<file path="src/rtl/cpu_accel_hub.sv">
// CPU-to-accelerator hub: one TX and one RX FIFO per channel, CPU side selected by accel_id.
// Optional sticky protocol-error flag enabled by defining CPU_ACCEL_HUB_ERR_EN.
module cpu_accel_hub #(
    parameter int NUM_CHANNELS = 4,
    parameter int DATA_WIDTH   = 16,
    parameter int FIFO_DEPTH   = 4
) (
    input  logic                               clk,
    input  logic                               rst,
    input  logic [3:0]                         accel_id,
    output logic                               accel_can_read,
    output logic                               accel_can_write,
    input  logic                               accel_read_enable,
    output logic [DATA_WIDTH-1:0]              accel_read_data,
    input  logic                               accel_write_enable,
    input  logic [DATA_WIDTH-1:0]              accel_write_data,
    output logic [NUM_CHANNELS-1:0]            ch_out_valid,
    input  logic [NUM_CHANNELS-1:0]            ch_out_ready,
    output logic [NUM_CHANNELS*DATA_WIDTH-1:0] ch_out_data,
    input  logic [NUM_CHANNELS-1:0]            ch_in_valid,
    output logic [NUM_CHANNELS-1:0]            ch_in_ready,
    input  logic [NUM_CHANNELS*DATA_WIDTH-1:0] ch_in_data,
    output logic                               err
);
    localparam int PTR_W = $clog2(FIFO_DEPTH);
    localparam int CNT_W = $clog2(FIFO_DEPTH + 1);
    localparam logic [CNT_W-1:0] FULL_CNT = CNT_W'(FIFO_DEPTH);

    logic [NUM_CHANNELS-1:0] sel;
    logic [NUM_CHANNELS-1:0] tx_push, tx_pop, tx_full, tx_empty;
    logic [NUM_CHANNELS-1:0] rx_push, rx_pop, rx_full, rx_empty;
    logic [DATA_WIDTH-1:0]   tx_head [NUM_CHANNELS];
    logic [DATA_WIDTH-1:0]   rx_head [NUM_CHANNELS];

    // Ids with no matching channel select nothing, so outputs stay at their defaults.
    always_comb begin
        sel             = '0;
        accel_can_read  = 1'b0;
        accel_can_write = 1'b0;
        accel_read_data = '0;
        for (int i = 0; i < NUM_CHANNELS; i++) begin
            if (accel_id == 4'(i)) begin
                sel[i]          = 1'b1;
                accel_can_read  = !rx_empty[i];
                accel_can_write = !tx_full[i];
                accel_read_data = rx_empty[i] ? '0 : rx_head[i];
            end
        end
    end

    assign tx_push      = sel & ~tx_full & {NUM_CHANNELS{accel_write_enable}};
    assign rx_pop       = sel & ~rx_empty & {NUM_CHANNELS{accel_read_enable}};
    assign tx_pop       = ch_out_ready & ~tx_empty;
    assign rx_push      = ch_in_valid & ~rx_full;
    assign ch_out_valid = ~tx_empty;
    assign ch_in_ready  = ~rx_full;

    for (genvar g = 0; g < NUM_CHANNELS; g++) begin : g_ch
        logic [DATA_WIDTH-1:0] tx_mem [FIFO_DEPTH];
        logic [DATA_WIDTH-1:0] rx_mem [FIFO_DEPTH];
        logic [PTR_W-1:0]      tx_wr, tx_rd, rx_wr, rx_rd;
        logic [CNT_W-1:0]      tx_cnt, rx_cnt;

        // Pointers wrap for free because FIFO_DEPTH is a power of two.
        always_ff @(posedge clk or posedge rst) begin
            if (rst) begin
                tx_wr  <= '0;
                tx_rd  <= '0;
                tx_cnt <= '0;
                rx_wr  <= '0;
                rx_rd  <= '0;
                rx_cnt <= '0;
            end else begin
                if (tx_push[g]) tx_wr <= tx_wr + 1'b1;
                if (tx_pop[g])  tx_rd <= tx_rd + 1'b1;
                if (rx_push[g]) rx_wr <= rx_wr + 1'b1;
                if (rx_pop[g])  rx_rd <= rx_rd + 1'b1;
                tx_cnt <= tx_cnt + CNT_W'(tx_push[g]) - CNT_W'(tx_pop[g]);
                rx_cnt <= rx_cnt + CNT_W'(rx_push[g]) - CNT_W'(rx_pop[g]);
            end
        end

        // NOTE: storage is not reset; the counts alone decide which words are live.
        always_ff @(posedge clk) begin
            if (tx_push[g]) tx_mem[tx_wr] <= accel_write_data;
            if (rx_push[g]) rx_mem[rx_wr] <= ch_in_data[g*DATA_WIDTH +: DATA_WIDTH];
        end

        assign tx_full[g]  = (tx_cnt == FULL_CNT);
        assign tx_empty[g] = (tx_cnt == '0);
        assign rx_full[g]  = (rx_cnt == FULL_CNT);
        assign rx_empty[g] = (rx_cnt == '0);
        assign tx_head[g]  = tx_mem[tx_rd];
        assign rx_head[g]  = rx_mem[rx_rd];
        assign ch_out_data[g*DATA_WIDTH +: DATA_WIDTH] = tx_head[g];
    end

`ifdef CPU_ACCEL_HUB_ERR_EN
    localparam logic [4:0] NUM_CH_ID = 5'(NUM_CHANNELS);
    logic id_valid;
    logic bad_access;

    assign id_valid   = ({1'b0, accel_id} < NUM_CH_ID);
    assign bad_access = (accel_read_enable && !accel_can_read)
                     || (accel_write_enable && !accel_can_write)
                     || ((accel_read_enable || accel_write_enable) && !id_valid);

    always_ff @(posedge clk or posedge rst) begin
        if (rst)             err <= 1'b0;
        else if (bad_access) err <= 1'b1;
    end
`else
    assign err = 1'b0;
`endif

endmodule
</file>
<file path="config.mk">
export PLATFORM = sky130hd
export DESIGN_NAME = cpu_accel_hub
export DESIGN_NICKNAME = d
export VERILOG_FILES = /design/src/rtl/cpu_accel_hub.sv
export SDC_FILE = /design/constraint.sdc
export NUM_CORES = 1
export LEC_CHECK = 0
export BUFFER_PORTS_ARGS = -buffer_cell sky130_fd_sc_hd__buf_2
export CAP_MARGIN = 30
export CORE_MARGIN = 2
export CORE_UTILIZATION = 62
export CTS_BUF_LIST = sky130_fd_sc_hd__clkbuf_2 sky130_fd_sc_hd__clkbuf_4 sky130_fd_sc_hd__clkbuf_8
export CTS_CLUSTER_DIAMETER = 200
export CTS_CLUSTER_SIZE = 25
export DETAILED_ROUTE_END_ITERATION = 10
export PLACE_DENSITY = 0.82
export REMOVE_ABC_BUFFERS = 1
export SLEW_MARGIN = 20
export SYNTH_ARGS = -nofsm -noshare
export SYNTH_HDL_FRONTEND = slang
export SYNTH_SLANG_ARGS = --single-unit
</file>
<file path="constraint.sdc">
create_clock -name clk -period 2.9 [get_ports clk]
set_input_delay 0.145 -clock clk [delete_from_list [all_inputs] [get_ports clk]]
set_output_delay 0.145 -clock clk [all_outputs]
set_load 0.05 [all_outputs]
</file>
After elaboration in Yosys (flattened, before gate mapping)
Memory sizes are Yosys's and may differ from the RTL's.
Cells that the tools add are included.
{"block": "op_classes", "bitwise": 10, "eq_ne": 11, "n_addsub": 32, "reduce_logical": 17, "muxes": 36}
{"cell": "$mux W16", "n": 8}
{"cell": "$add A2 B1 Y2 const B", "n": 16}
{"cell": "$mux W1", "n": 28}
{"cell": "$add A3 B1 Y3", "n": 8}
{"cell": "$and A4 B4 Y4", "n": 6}
{"cell": "$eq A3 B3 Y1 const B", "n": 8}
{"cell": "$logic_not A3 Y1", "n": 8}
{"cell": "$sub A3 B1 Y3", "n": 8}
{"cell": "$not A4 Y4", "n": 4}
{"cell": "$eq A4 B2 Y1 const B", "n": 2}
{"cell": "$logic_not A1 Y1", "n": 8}
{"cell": "$eq A4 B1 Y1 const B", "n": 1}
{"cell": "$logic_not A4 Y1", "n": 1}
{"block": "totals", "output_inout_bits": 91, "wordCells": 138, "ramBits": 512, "in_bits": 96, "regBits": 56, "mem_count": 8}
{"name": "g_ch[0].rx_mem", "depth": 4, "word_bits": 16, "rd": 1, "rd_clocked_by_memory_dff": 0, "wr": 1, "line": "60", "rtl": "logic [DATA_WIDTH-1:0] rx_mem [FIFO_DEPTH];"}
{"name": "g_ch[0].tx_mem", "depth": 4, "word_bits": 16, "rd": 1, "rd_clocked_by_memory_dff": 0, "wr": 1, "line": "59", "rtl": "logic [DATA_WIDTH-1:0] tx_mem [FIFO_DEPTH];"}
{"name": "g_ch[1].rx_mem", "depth": 4, "word_bits": 16, "rd": 1, "rd_clocked_by_memory_dff": 0, "wr": 1, "line": "60"}
{"name": "g_ch[1].tx_mem", "depth": 4, "word_bits": 16, "rd": 1, "rd_clocked_by_memory_dff": 0, "wr": 1, "line": "59"}
{"name": "g_ch[2].rx_mem", "depth": 4, "word_bits": 16, "rd": 1, "rd_clocked_by_memory_dff": 0, "wr": 1, "line": "60"}
{"name": "g_ch[2].tx_mem", "depth": 4, "word_bits": 16, "rd": 1, "rd_clocked_by_memory_dff": 0, "wr": 1, "line": "59"}
{"name": "+2 memories"}

Logic depth before layout (Yosys ltp)
Gate-level depths: netlist of the first run.
{"block": "logic_depth", "depth_word": 6, "mapped_depth": 10, "ltp_nobuf": 9}

Worst setup path after synthesis of the first run
OpenSTA, ideal clock, no wires.
{"block": "synth_timing", "path_kind": "register -> register", "startpoint": "reg g_ch[0].rx_cnt[1]", "endpoint": "reg g_ch[0].rx_cnt[2]", "setup_ps": 125, "n_path_buf": 1, "required_time_ps": 2775, "path_slack_ps": 481, "stages_incl_launch_ff": 11, "arrival_ps": 2295, "cell_sequence": "dfrtp_1 or3_1 clkbuf_1 and3_1 ha_1 inv_1 ha_1 inv_1 fa_1 xnor2_1 xnor2_1"}
{"block": "synth_between", "elab_chain_cells": 5, "word_cells_on_any_way": 9, "cone_classes": "add/sub (2); eq/ne (1); bitwise (5); reduce/logical (1)"}
{"element": "start: declaration", "line": "62", "rtl": "logic [CNT_W-1:0] tx_cnt, rx_cnt;"}
{"element": "start signal: assignment", "line": "79", "rtl": "rx_cnt <= rx_cnt + CNT_W'(rx_push[g]) - CNT_W'(rx_pop[g]);"}
{"element": "$logic_not A3 Y1", "line": "92", "rtl": "assign rx_empty[g] = (rx_cnt == '0);"}
{"element": "$not A4 Y4", "line": "52", "rtl": "assign rx_pop = sel & ~rx_empty & {NUM_CHANNELS{accel_read_enable}};"}
{"element": "$and A4 B4 Y4 (2 in a row)", "line": "52"}
{"element": "named net rx_pop[0]", "line": "31", "rtl": "logic [NUM_CHANNELS-1:0] rx_push, rx_pop, rx_full, rx_empty;"}
{"element": "$sub A3 B1 Y3", "line": "79"}
The timed path passes the listed nets, and every way through them passes these cells.
A chain may end at the register's enable or synchronous reset.

Worst setup path in the final report of the first run
{"block": "layout_timing", "startpoint": "reg g_ch[3].rx_rd[1]", "endpoint": "out accel_read_data[15]"}
{"block": "layout_between", "elab_chain_cells": 3}
{"element": "start: declaration", "line": "61", "rtl": "logic [PTR_W-1:0] tx_wr, tx_rd, rx_wr, rx_rd;"}
{"element": "start signal: assignment", "line": "77", "rtl": "if (rx_pop[g]) rx_rd <= rx_rd + 1'b1;"}
{"element": "$mem_v2 Z4 W16"}
{"element": "$mux W16", "line": "46", "rtl": "accel_read_data = rx_empty[i] ? '0 : rx_head[i];"}
{"element": "$mux W16", "line": "42", "rtl": "if (accel_id == 4'(i)) begin"}
{"element": "end: declaration", "line": "14", "rtl": "output logic [DATA_WIDTH-1:0] accel_read_data,"}
No other way between the ends.

==> results of run 1 <==
[area by class of cell]
class / instances / area (um2)
tap: 461 / 577
clock inverter: 1 / 8.76
multi-input combinational: 398 / 5100
antenna: 2 / 5.00
clock buffer: 47 / 522
sequential: 568 / 16800
timing repair buffer: 323 / 2190
inverter: 51 / 191
fill: 2107 / 10200
[sequential cells by signal, indices dropped and copies added (netlist names)]
register,count
g_ch.rx_cnt,12
g_ch.rx_rd,8
g_ch.tx_cnt,12
g_ch.tx_wr,8
g_ch.tx_mem,256
g_ch.tx_rd,8
g_ch.rx_mem,256
g_ch.rx_wr,8
[worst reg2reg max path, cell delays in order, from the launching register on]
cell                      delay, ns
sky130_fd_sc_hd__dfrtp_1       0.46
sky130_fd_sc_hd__or3_1         0.40
sky130_fd_sc_hd__and3_1        0.21
sky130_fd_sc_hd__ha_1          0.29
sky130_fd_sc_hd__inv_1         0.07
sky130_fd_sc_hd__ha_1          0.15
sky130_fd_sc_hd__inv_1         0.06
sky130_fd_sc_hd__fa_1          0.38
sky130_fd_sc_hd__xnor2_1       0.20
sky130_fd_sc_hd__xnor2_1       0.14
[Yosys cell counts (11+ instances only)]
master / number
sky130_fd_sc_hd__xnor2_1: 29
sky130_fd_sc_hd__dfrtp_1: 56
sky130_fd_sc_hd__mux4_2: 128
sky130_fd_sc_hd__nand4_1: 20
sky130_fd_sc_hd__inv_1: 51
sky130_fd_sc_hd__xor2_1: 11
sky130_fd_sc_hd__edfxtp_1: 512
sky130_fd_sc_hd__and2_1: 28
sky130_fd_sc_hd__nand3_1: 66
sky130_fd_sc_hd__ha_1: 48
sky130_fd_sc_hd__buf_2: 26
[stage by stage]
step	hold WS (ns)	area [um2]	power, mW	setup WS, ns	utilization (%)
CTS	0.0127	25400	22.5	0.209	71.3
global placement	0.188	23900	18.8	0.550	67.3
finish	0.0248	25400	22.3	0.182	71.3
global route	0.0110	25400	23.3	0.105	71.3
detailed placement	0.193	23900	19.1	0.457	67.3
floorplan	0.244	22000	16.8	-0.322	-
[report_power, final]
group / internal [mW] / switching, mW / total [mW]
registers: 10.2 / 0.822 / 11.0
clock network: 1.14 / 2.23 / 3.37
logic: 3.06 / 4.91 / 7.97
total: 14.4 / 7.96 / 22.3
[kinds of logic (layout without fill, tap and decap cells)]
logic type      after synthesis  count (layout)  synth area share (%)
compound gates               15              15                 0.560
xor+xnor                     40              40                  1.57
fa+ha+maj                    56              56                  3.40
buf+inv                     102             422                  2.21
flops                       568             568                  75.1
mux                         136             136                  13.3
other cells                   1               3                0.0168
simple gates                150             150                  3.84
[repair_timing]
action / CTS / global route
endpoints found under the hold margin: 584 / 0
buffers inserted: 0 / 0
hold buffers: 90 / 0
[per-layer routing]
metal / track usage, % / vias up / share of wire [%]
met1: 33.3 / 5719 / 39
met4: 6.20 / 4 / 2.6
met3: 4.07 / 66 / 7.2
li1: - / 4824 / -
met5: 0 / - / 0.062
met2: 41.5 / 478 / 51
[worst max-delay path by stage]
| stage | start | end | cells past startpoint |
|---|---|---|---|
| after global routing | g_ch[3].rx_rd[1] | accel_read_data[15] | 4 |
| final | g_ch[3].rx_rd[1] | accel_read_data[15] | 4 |
| after floorplan | accel_id[3] | g_ch[0].rx_cnt[2] | 9 |
| after detailed placement | accel_id[3] | g_ch[0].rx_cnt[2] | 11 |
| after CTS | g_ch[1].rx_rd[1] | accel_read_data[15] | 4 |
| after global placement | accel_id[3] | g_ch[0].rx_cnt[2] | 11 |
==> out/qor.csv, run 1 <==
metric,value,unit
result of the run,"finished, final reports clean",
Synth Cell Area,22300,um2
top cells by area in the synthesized netlist,"sky130_fd_sc_hd__edfxtp_1 69%, sky130_fd_sc_hd__mux4_2 13%, sky130_fd_sc_hd__dfrtp_1 6.3%",
HPWL reported at the end of detailed placement,29800,um
first-pass GRT wire length,69100,um
Core Box Area,35600,um2
total grt overflow,0,
sum of negative setup slack,0,ns
number of vias per cell,5.99,
Critical Setup Path Class,flop to primary output,
Worst setup SP type,flop,
register area share after synthesis,75.1,%
P_leak,8.94,nW
path class of the lowest-slack min-delay path,input port to flop,
critical path cell sequence,"mux4_2, nand3_1, nand4_1, buf_2",
"commonest cells after routing, fill and taps aside","512 x sky130_fd_sc_hd__edfxtp_1, 185 x sky130_fd_sc_hd__buf_2, 128 x sky130_fd_sc_hd__mux4_2",
Layout Area Growth over Synthesis,13.5,%
RSZ-0062 raised after global routing,false,
endpoints failing setup,0,
total via count in the routed design,11100,
worst clock skew on the final layout,0.0223,ns
fraction of final layout cells with drive strength greater than 1,30.9,%
maximum number of pins on one net before global-route repair,27,
synth warn,0,
ANT nets after route,0,
routability congestion estimate from global placement,0.796,
Die Span Y,194,um
number of max-cap violations,0,
maximum operating frequency,368,MHz
length of the first detailed-routing pass in iterations,5,
shortest clock period the worst path allows after layout,2.72,ns
mean instance size in the synthesized netlist,20.9,um2
GRT Util Overall,24.3,%
Synth top area share,68.8,%
Placed Cells incl. Taps,1711,
"Data required, critical path",2.76,ns
number of pins with negative max-slew slack in the final report,0,
Critical Path End Type,primary output,
TritonCTS clock tree,built,
number of levels in the clock H-tree,1,
Slew Limit Headroom,42.6,%
Die X,194,um
number of placement rows,69,
CTS max path bufs,3,
main flop type after synthesis,sky130_fd_sc_hd__edfxtp_1,
hold-critical path depth,3,
final worst path period share,93.7,%
worst-path maximum fanout,17,
reg2reg path depth,9,
CTS sink count,568,
final wirelength,45500,um
Syn Inst Count,1068,
family of cells with the greatest summed delay on the critical path,flip-flops,
worst-margin pin slew,0.862,ns
number of hold-slack violations in the final timing report,0,
number of antenna violations at the first check in global routing,4,
"leading cell type in the layout, fill and taps excluded",sky130_fd_sc_hd__edfxtp_1,
startpoint of the most critical register-to-register path,g_ch[0].rx_cnt[1],
Post-synth EDFFs,512,
via count of the first global-routing pass,11600,
latest clock arrival within the worst-skew pair,0.64,ns
clock slew at reported path FFs,0.15,ns
IO Count,187,
Initial Util,62.8,%
Post-CTS Resized,0,
CP max stage cell,sky130_fd_sc_hd__dfrtp_1,
IO Port Bufs,185,
"FF+latch count, synth",568,
RR Endpoint,g_ch[0].rx_cnt[2],
Async SR Flop Fraction,9.86,%
Buf/Inv on CP,1,
routed wirelength normalized by instance count,24.6,um
# nets final,1520,
reg-to-reg setup timing slack,0.48,ns
die footprint,37600,um2
Post-Layout Cell Count,1851,
arrival time reported for the critical path endpoint,2.57,ns
unique cell type count in the Yosys netlist,36,
PD cells,880,nW/um2
hold path endpoint,g_ch[2].tx_wr[0],
DR DRC count,0,
hold path startpoint,accel_write_enable,
cell accounting for the most synthesized area,sky130_fd_sc_hd__edfxtp_1,
worst voltage drop across the vdd grid,0.927,mV
stage delay of the slowest cell on the critical path,0.93,ns
number of buffers created by CTS,26,
clock root buffer,sky130_fd_sc_hd__clkbuf_8,
count of routing violations after the opening detailed-route iteration,1029,
No activity file was read; power rests on OpenSTA's default activity.
==> run 2: changes to the inputs <==
CORE_UTILIZATION = 56   (was 62)
PLACE_DENSITY = 0.78   (was 0.82)
SETUP_SLACK_MARGIN = 0.3   (was default)
clock period = 2.5 ns   (was 2.9 ns; I/O delays follow)
==> run 2 against run 1 <==
  * The run now ends with negative setup slack left
  * Power is 29% higher
  * Non-clock buffer count increased by 54
  * Setup slack worse by 0.19 ns
  * Utilization shrank 2.5 points
  * Sequential power rose by 15%
  * Sequential cell count unchanged
  * Clock power increased by 17%
  * Register-to-register slack got worse by 0.16 ns
  * Critical path depth up 2
  * First-iteration DRC count grew 2.4%
  * Wire length grew 7.7%
  * Via count is 3.1% higher
  * Highest routed layer is now met4
==> out/qor.csv, run 2 (synthesized netlist as in run 1, its figures left out) <==
metric,value,unit
reg2reg path depth,9,
Slew Limit Headroom,49.6,%
Post-Layout Cell Count,1969,
first-pass GRT wire length,72200,um
worst-margin pin slew,0.754,ns
Die X,204,um
TritonCTS clock tree,built,
latest clock arrival within the worst-skew pair,0.66,ns
critical path cell sequence,"buf_12, buf_16, mux4_2, nand3_2, nand4_1, buf_6",
Power Internal,18.8,mW
number of levels in the clock H-tree,1,
timing startpoint of the critical path,g_ch[2].rx_rd[0],
worst clock skew on the final layout,0.0184,ns
length of the first detailed-routing pass in iterations,5,
hold path startpoint,accel_id[1],
number of pins with negative max-slew slack in the final report,0,
GRT Util Overall,23.6,%
sw power,10.1,mW
worst-case setup slack after placement,0.118,ns
Final WS setup,-0.0124,ns
Layout Area Growth over Synthesis,21.7,%
ANT nets after route,0,
shortest clock period the worst path allows after layout,2.51,ns
Placed Cells incl. Taps,1782,
HPWL reported at the end of detailed placement,30500,um
Critical Path End Type,primary output,
failing checks,negative setup slack,
IO Port Bufs,185,
CTS sink count,568,
hold-critical path depth,4,
total via count in the routed design,11400,
die footprint,41500,um2
DR DRC count,0,
IO Count,187,
fraction of final layout cells with drive strength greater than 1,39.6,%
Critical Setup Path Class,flop to primary output,
number of buffers created by CTS,26,
number of placement rows,73,
Worst setup SP type,flop,
maximum number of pins on one net before global-route repair,35,
arrival time reported for the critical path endpoint,2.39,ns
"leading cell type in the layout, fill and taps excluded",sky130_fd_sc_hd__edfxtp_1,
result of the run,"finished, violations left",
routed wirelength normalized by instance count,24.9,um
Total Power Consumption,28.9,mW
routability congestion estimate from global placement,0.797,
RSZ-0062 raised after global routing,true,
via count of the first global-routing pass,11900,
clock root buffer,sky130_fd_sc_hd__clkbuf_8,
total grt overflow,0,
P_leak,9.54,nW
Die Span Y,204,um
Initial Util,56.5,%
tightest hold margin,0.130,ns
CTS max path bufs,3,
number of vias per cell,5.81,
"Data required, critical path",2.38,ns
startpoint of the most critical register-to-register path,g_ch[2].rx_cnt[2],
maximum operating frequency,398,MHz
worst-path maximum fanout,5,
final wirelength,49000,um
clock slew at reported path FFs,0.14,ns
path class of the lowest-slack min-delay path,input port to flop,
endpoints failing setup,1,
switching portion of total power,34.9,%
final worst path period share,100,%
worst voltage drop across the vdd grid,0.675,mV
number of antenna violations at the first check in global routing,2,
proportion of power drawn by flip-flops and latches,43.7,%
count of routing violations after the opening detailed-route iteration,1054,
Top Registers,"g_ch.rx_mem x256, g_ch.tx_mem x256",
Core Box Area,39500,um2
# nets final,1574,
clock share of power,13.6,%
stage delay of the slowest cell on the critical path,0.52,ns
combinational share of power,42.7,%
number of hold-slack violations in the final timing report,0,
CP max stage cell,sky130_fd_sc_hd__mux4_2,
number of max-cap violations,0,
"commonest cells after routing, fill and taps aside","512 x sky130_fd_sc_hd__edfxtp_1, 128 x sky130_fd_sc_hd__mux4_2, 105 x sky130_fd_sc_hd__buf_2",
PD cells,1060,nW/um2
==> run 2: layout make-up <==
class,count,area (um2)
Multi-Input combinational cell,398,5480
Timing Repair Buffer,377,3540
Fill cell,2373,12300
Antenna cell,2,5.00
Clock inverter,1,8.76
Clock buffer,47,522
Inverter,51,199
Sequential cell,568,16800
Tap cell,525,657
==> run 2: what timing repair did <==
item,in CTS,in global routing
cloned,4,4
pin swaps,20,17
buffers inserted,19,17
hold buffers,93,0
endpoints found under the hold margin,567,0
setup endpoints to repair,86,147
gates resized for setup,241,96
==> run 2: worst max-delay path: cells and delay by family (launching register included) <==
kind / cells / cell delay [ns]
multiplexers: 1 / 0.52
flip-flops: 1 / 0.47
buffers and inverters: 3 / 0.44
AND/OR/NAND/NOR: 2 / 0.30
==> run 2: metrics by stage <==
step	cell area, um2	setup TNS (ns)	util [%]
detailed placement	24100	0	61.0
floorplan	22000	-31.35	-
global placement	24100	0	61.0
finish	27200	-0.0124	68.8
CTS	26700	-0.0687	67.5
global route	27200	-0.677	68.8
==> run 2: path summary, 6_finish.rpt <==
check                                      to  slack (ns)
setup / recovery           accel_read_data[6]       -0.01
hold / removal               g_ch[1].tx_wr[0]        0.13
setup reg to reg            g_ch[2].rx_cnt[2]        0.32
hold reg to reg              g_ch[2].tx_rd[1]        0.48
max in group asynchronous    g_ch[0].rx_rd[1]        1.62
min in group asynchronous   g_ch[0].tx_cnt[2]        0.17
==> run 2: power by group through the flow <==
stage	Clock (mW)	Sequential, mW	Combinational, mW
6_report	3.94	12.6	12.3
5_1_grt	4.33	12.8	13.1
4_1_cts	4.03	12.6	11.5
3_5_place_dp	0	12.8	9.66
3_3_place_gp	0	12.6	9.46
2_1_floorplan	0	13.2	6.35
==> run 2: per-layer routing <==
| metal | vias to the layer above | wire length (um) | GRT usage (%) |
|---|---|---|---|
| li1 | 4943 | - | - |
| met1 | 5885 | 18500 | 31.0 |
| met2 | 533 | 25400 | 41.1 |
| met3 | 78 | 3660 | 3.69 |
| met4 | 0 | 1440 | 7.48 |
| met5 | - | 0 | 0 |
==> run 3: changes to the inputs <==
CORE_UTILIZATION = 62   (was 56)
PLACE_DENSITY = 0.82   (was 0.78)
clock period = 2.7 ns   (was 2.5 ns; I/O delays follow)
==> run 3 against run 2 <==
  * The flow now finishes without violations
  * First-iteration DRC count is 1.0% lower
  * Cell area fell by 4.0%
  * Sequential power decreased by 6%
  * Cell count fell by 4.6%
  * Hold slack worse by 0.092 ns
  * Sequential share of layout area is 2.5 points higher
  * Power is 13% lower
  * Highest routed layer is now met5
  * Count of clock-buffer cells in the layout is the same
  * Via count fell by 1.5%
==> out/qor.csv, run 3 (synthesized netlist as in run 1, its figures left out) <==
metric,value,unit
endpoints failing setup,0,
CTS sink count,568,
result of the run,"finished, final reports clean",
worst clock skew on the final layout,0.0326,ns
worst-margin pin slew,0.651,ns
Layout Area Growth over Synthesis,16.9,%
number of vias per cell,5.99,
first-pass GRT wire length,68900,um
CP max stage cell,sky130_fd_sc_hd__mux4_2,
fraction of final layout cells with drive strength greater than 1,35.5,%
"Data required, critical path",2.57,ns
number of buffers created by CTS,26,
# nets final,1548,
combinational share of power,38.3,%
shortest clock period the worst path allows after layout,2.47,ns
Worst setup SP type,flop,
highest-utilization routing layer at the global route stage,met2,
number of placement rows,69,
worst-path maximum fanout,9,
final design utilization,73.5,%
arrival time reported for the critical path endpoint,2.33,ns
Buf/Inv on CP,2,
routed wirelength normalized by instance count,24.8,um
Filler cells,2015,
clock slew at reported path FFs,0.15,ns
ANT nets after route,0,
Top Registers,"g_ch.rx_mem x256, g_ch.tx_mem x256",
maximum number of pins on one net before global-route repair,30,
P_leak,9.19,nW
die footprint,37600,um2
clock share of power,14.5,%
Power Internal,16.1,mW
total grt overflow,0,
critical path cell sequence,"buf_12, mux4_2, nand3_1, nand4_1, buf_6",
flip-flop and latch area,16800,um2
Slew Limit Headroom,56.6,%
number of max-cap violations,0,
CTS max path bufs,3,
clock root buffer,sky130_fd_sc_hd__clkbuf_8,
switching portion of total power,35.5,%
final wirelength,46600,um
sw power,8.89,mW
PD cells,957,nW/um2
GR Layer Usage met1,32.7,%
Die X,194,um
total via count in the routed design,11300,
number of antenna violations at the first check in global routing,4,
proportion of power drawn by flip-flops and latches,47.2,%
stage delay of the slowest cell on the critical path,0.51,ns
routability congestion estimate from global placement,0.774,
total area of multi-input combinational cells,5280,um2
IO Count,187,
final non-filler cell area,26100,um2
number of pins with negative max-slew slack in the final report,0,
number of levels in the clock H-tree,1,
"commonest cells after routing, fill and taps aside","512 x sky130_fd_sc_hd__edfxtp_1, 167 x sky130_fd_sc_hd__buf_2, 128 x sky130_fd_sc_hd__mux4_2",
TritonCTS clock tree,built,
maximum operating frequency,406,MHz
Critical Setup Path Class,flop to primary output,
tightest hold margin,0.0375,ns
final worst path period share,91.3,%
"leading cell type in the layout, fill and taps excluded",sky130_fd_sc_hd__edfxtp_1,
path class of the lowest-slack min-delay path,input port to flop,
family of cells with the greatest summed delay on the critical path,multiplexers,
via count of the first global-routing pass,11700,
Initial Util,62.8,%
met3 capacity usage during global routing,3.98,%
cell area after placement,24000,um2
length of the first detailed-routing pass in iterations,5,
HPWL reported at the end of detailed placement,29100,um
GRT Util Overall,24.5,%
Global Route met2 Usage,42.9,%
RSZ-0062 raised after global routing,true,
DR DRC count,0,
worst voltage drop across the vdd grid,1.01,mV
Critical Path End Type,primary output,
Core Box Area,35600,um2
Die Span Y,194,um
latest clock arrival within the worst-skew pair,0.64,ns
number of hold-slack violations in the final timing report,0,
IO Port Bufs,185,
count of routing violations after the opening detailed-route iteration,1043,
run 3: cell types whose count changed in the layout (fill, tap and decap cells not counted), sizes merged:
cell and delta:
buf -24, dlygate4sd3 -1, clkbuf -1
run 3: repair_timing:
action	4_1_cts	5_1_grt
hold endpoints to repair	556	0
gates cloned	3	2
resized for setup	85	17
pin swaps	6	7
setup endpoints to repair	29	28
hold buffers	92	0
setup buffers	11	7
run 3: metrics by stage:
| stage | setup WS (ns) | cells | setup TNS [ns] | total power, mW |
|---|---|---|---|---|
| CTS | 0.228 | 1868 | 0 | 24.8 |
| finish | 0.234 | 1879 | 0 | 25.0 |
| floorplan | -0.512 | 1017 | -18.23 | 18.1 |
| detailed placement | 0.289 | 1714 | 0 | 20.6 |
| global placement | 0.419 | 1714 | 0 | 20.2 |
| global route | 0.145 | 1879 | 0 | 26.1 |
run 3: routing by layer:
metal	wire length [um]	part of all wire, %	vias up
met5	13	0.028	-
met4	1390	3.0	2
met3	3580	7.7	73
met2	24200	52	502
met1	17500	37	5801
li1	-	-	4885
run 3: cell type report:
class / instances / share of cell area [%]
diodes: 2 / 0.0192
clock buffers: 47 / 2.00
clock inverters: 1 / 0.0335
inverters: 51 / 0.733
multi-input cells: 398 / 20.2
flip-flops and latches: 568 / 64.3
well taps: 461 / 2.21
repair buffers: 351 / 10.6
run 3: final timing paths:
| check | endpoint | slack (ns) | cells past startpoint | from |
|---|---|---|---|---|
| max | accel_read_data[7] | 0.23 | 5 | g_ch[3].rx_rd[0] |
| min | g_ch[1].rx_rd[0] | 0.04 | 4 | accel_id[1] |
| max reg2reg | g_ch[0].rx_cnt[2] | 0.37 | 9 | g_ch[0].rx_cnt[2] |
| min reg2reg | g_ch[0].tx_rd[0] | 0.53 | 1 | g_ch[0].tx_rd[0] |
| max in group asynchronous | g_ch[3].rx_rd[0] | 1.86 | 4 | rst |
| min in group asynchronous | g_ch[3].tx_cnt[2] | 0.15 | 3 | rst |
run 3: power groups by stage:
stage	registers, mW	logic, mW	clock network (mW)
5_1_grt	11.9	10.2	3.96
2_1_floorplan	12.2	5.88	0
3_5_place_dp	11.9	8.62	0
4_1_cts	11.8	9.39	3.68
3_3_place_gp	11.8	8.41	0
6_report	11.8	9.58	3.62
run 3: tightest hold or removal path: cells and delay by family:
kind | cells | cell delay, ns
XOR/XNOR | 1 | 0.14
AND/OR/NAND/NOR | 2 | 0.24
buffers and inverters | 1 | 0.13
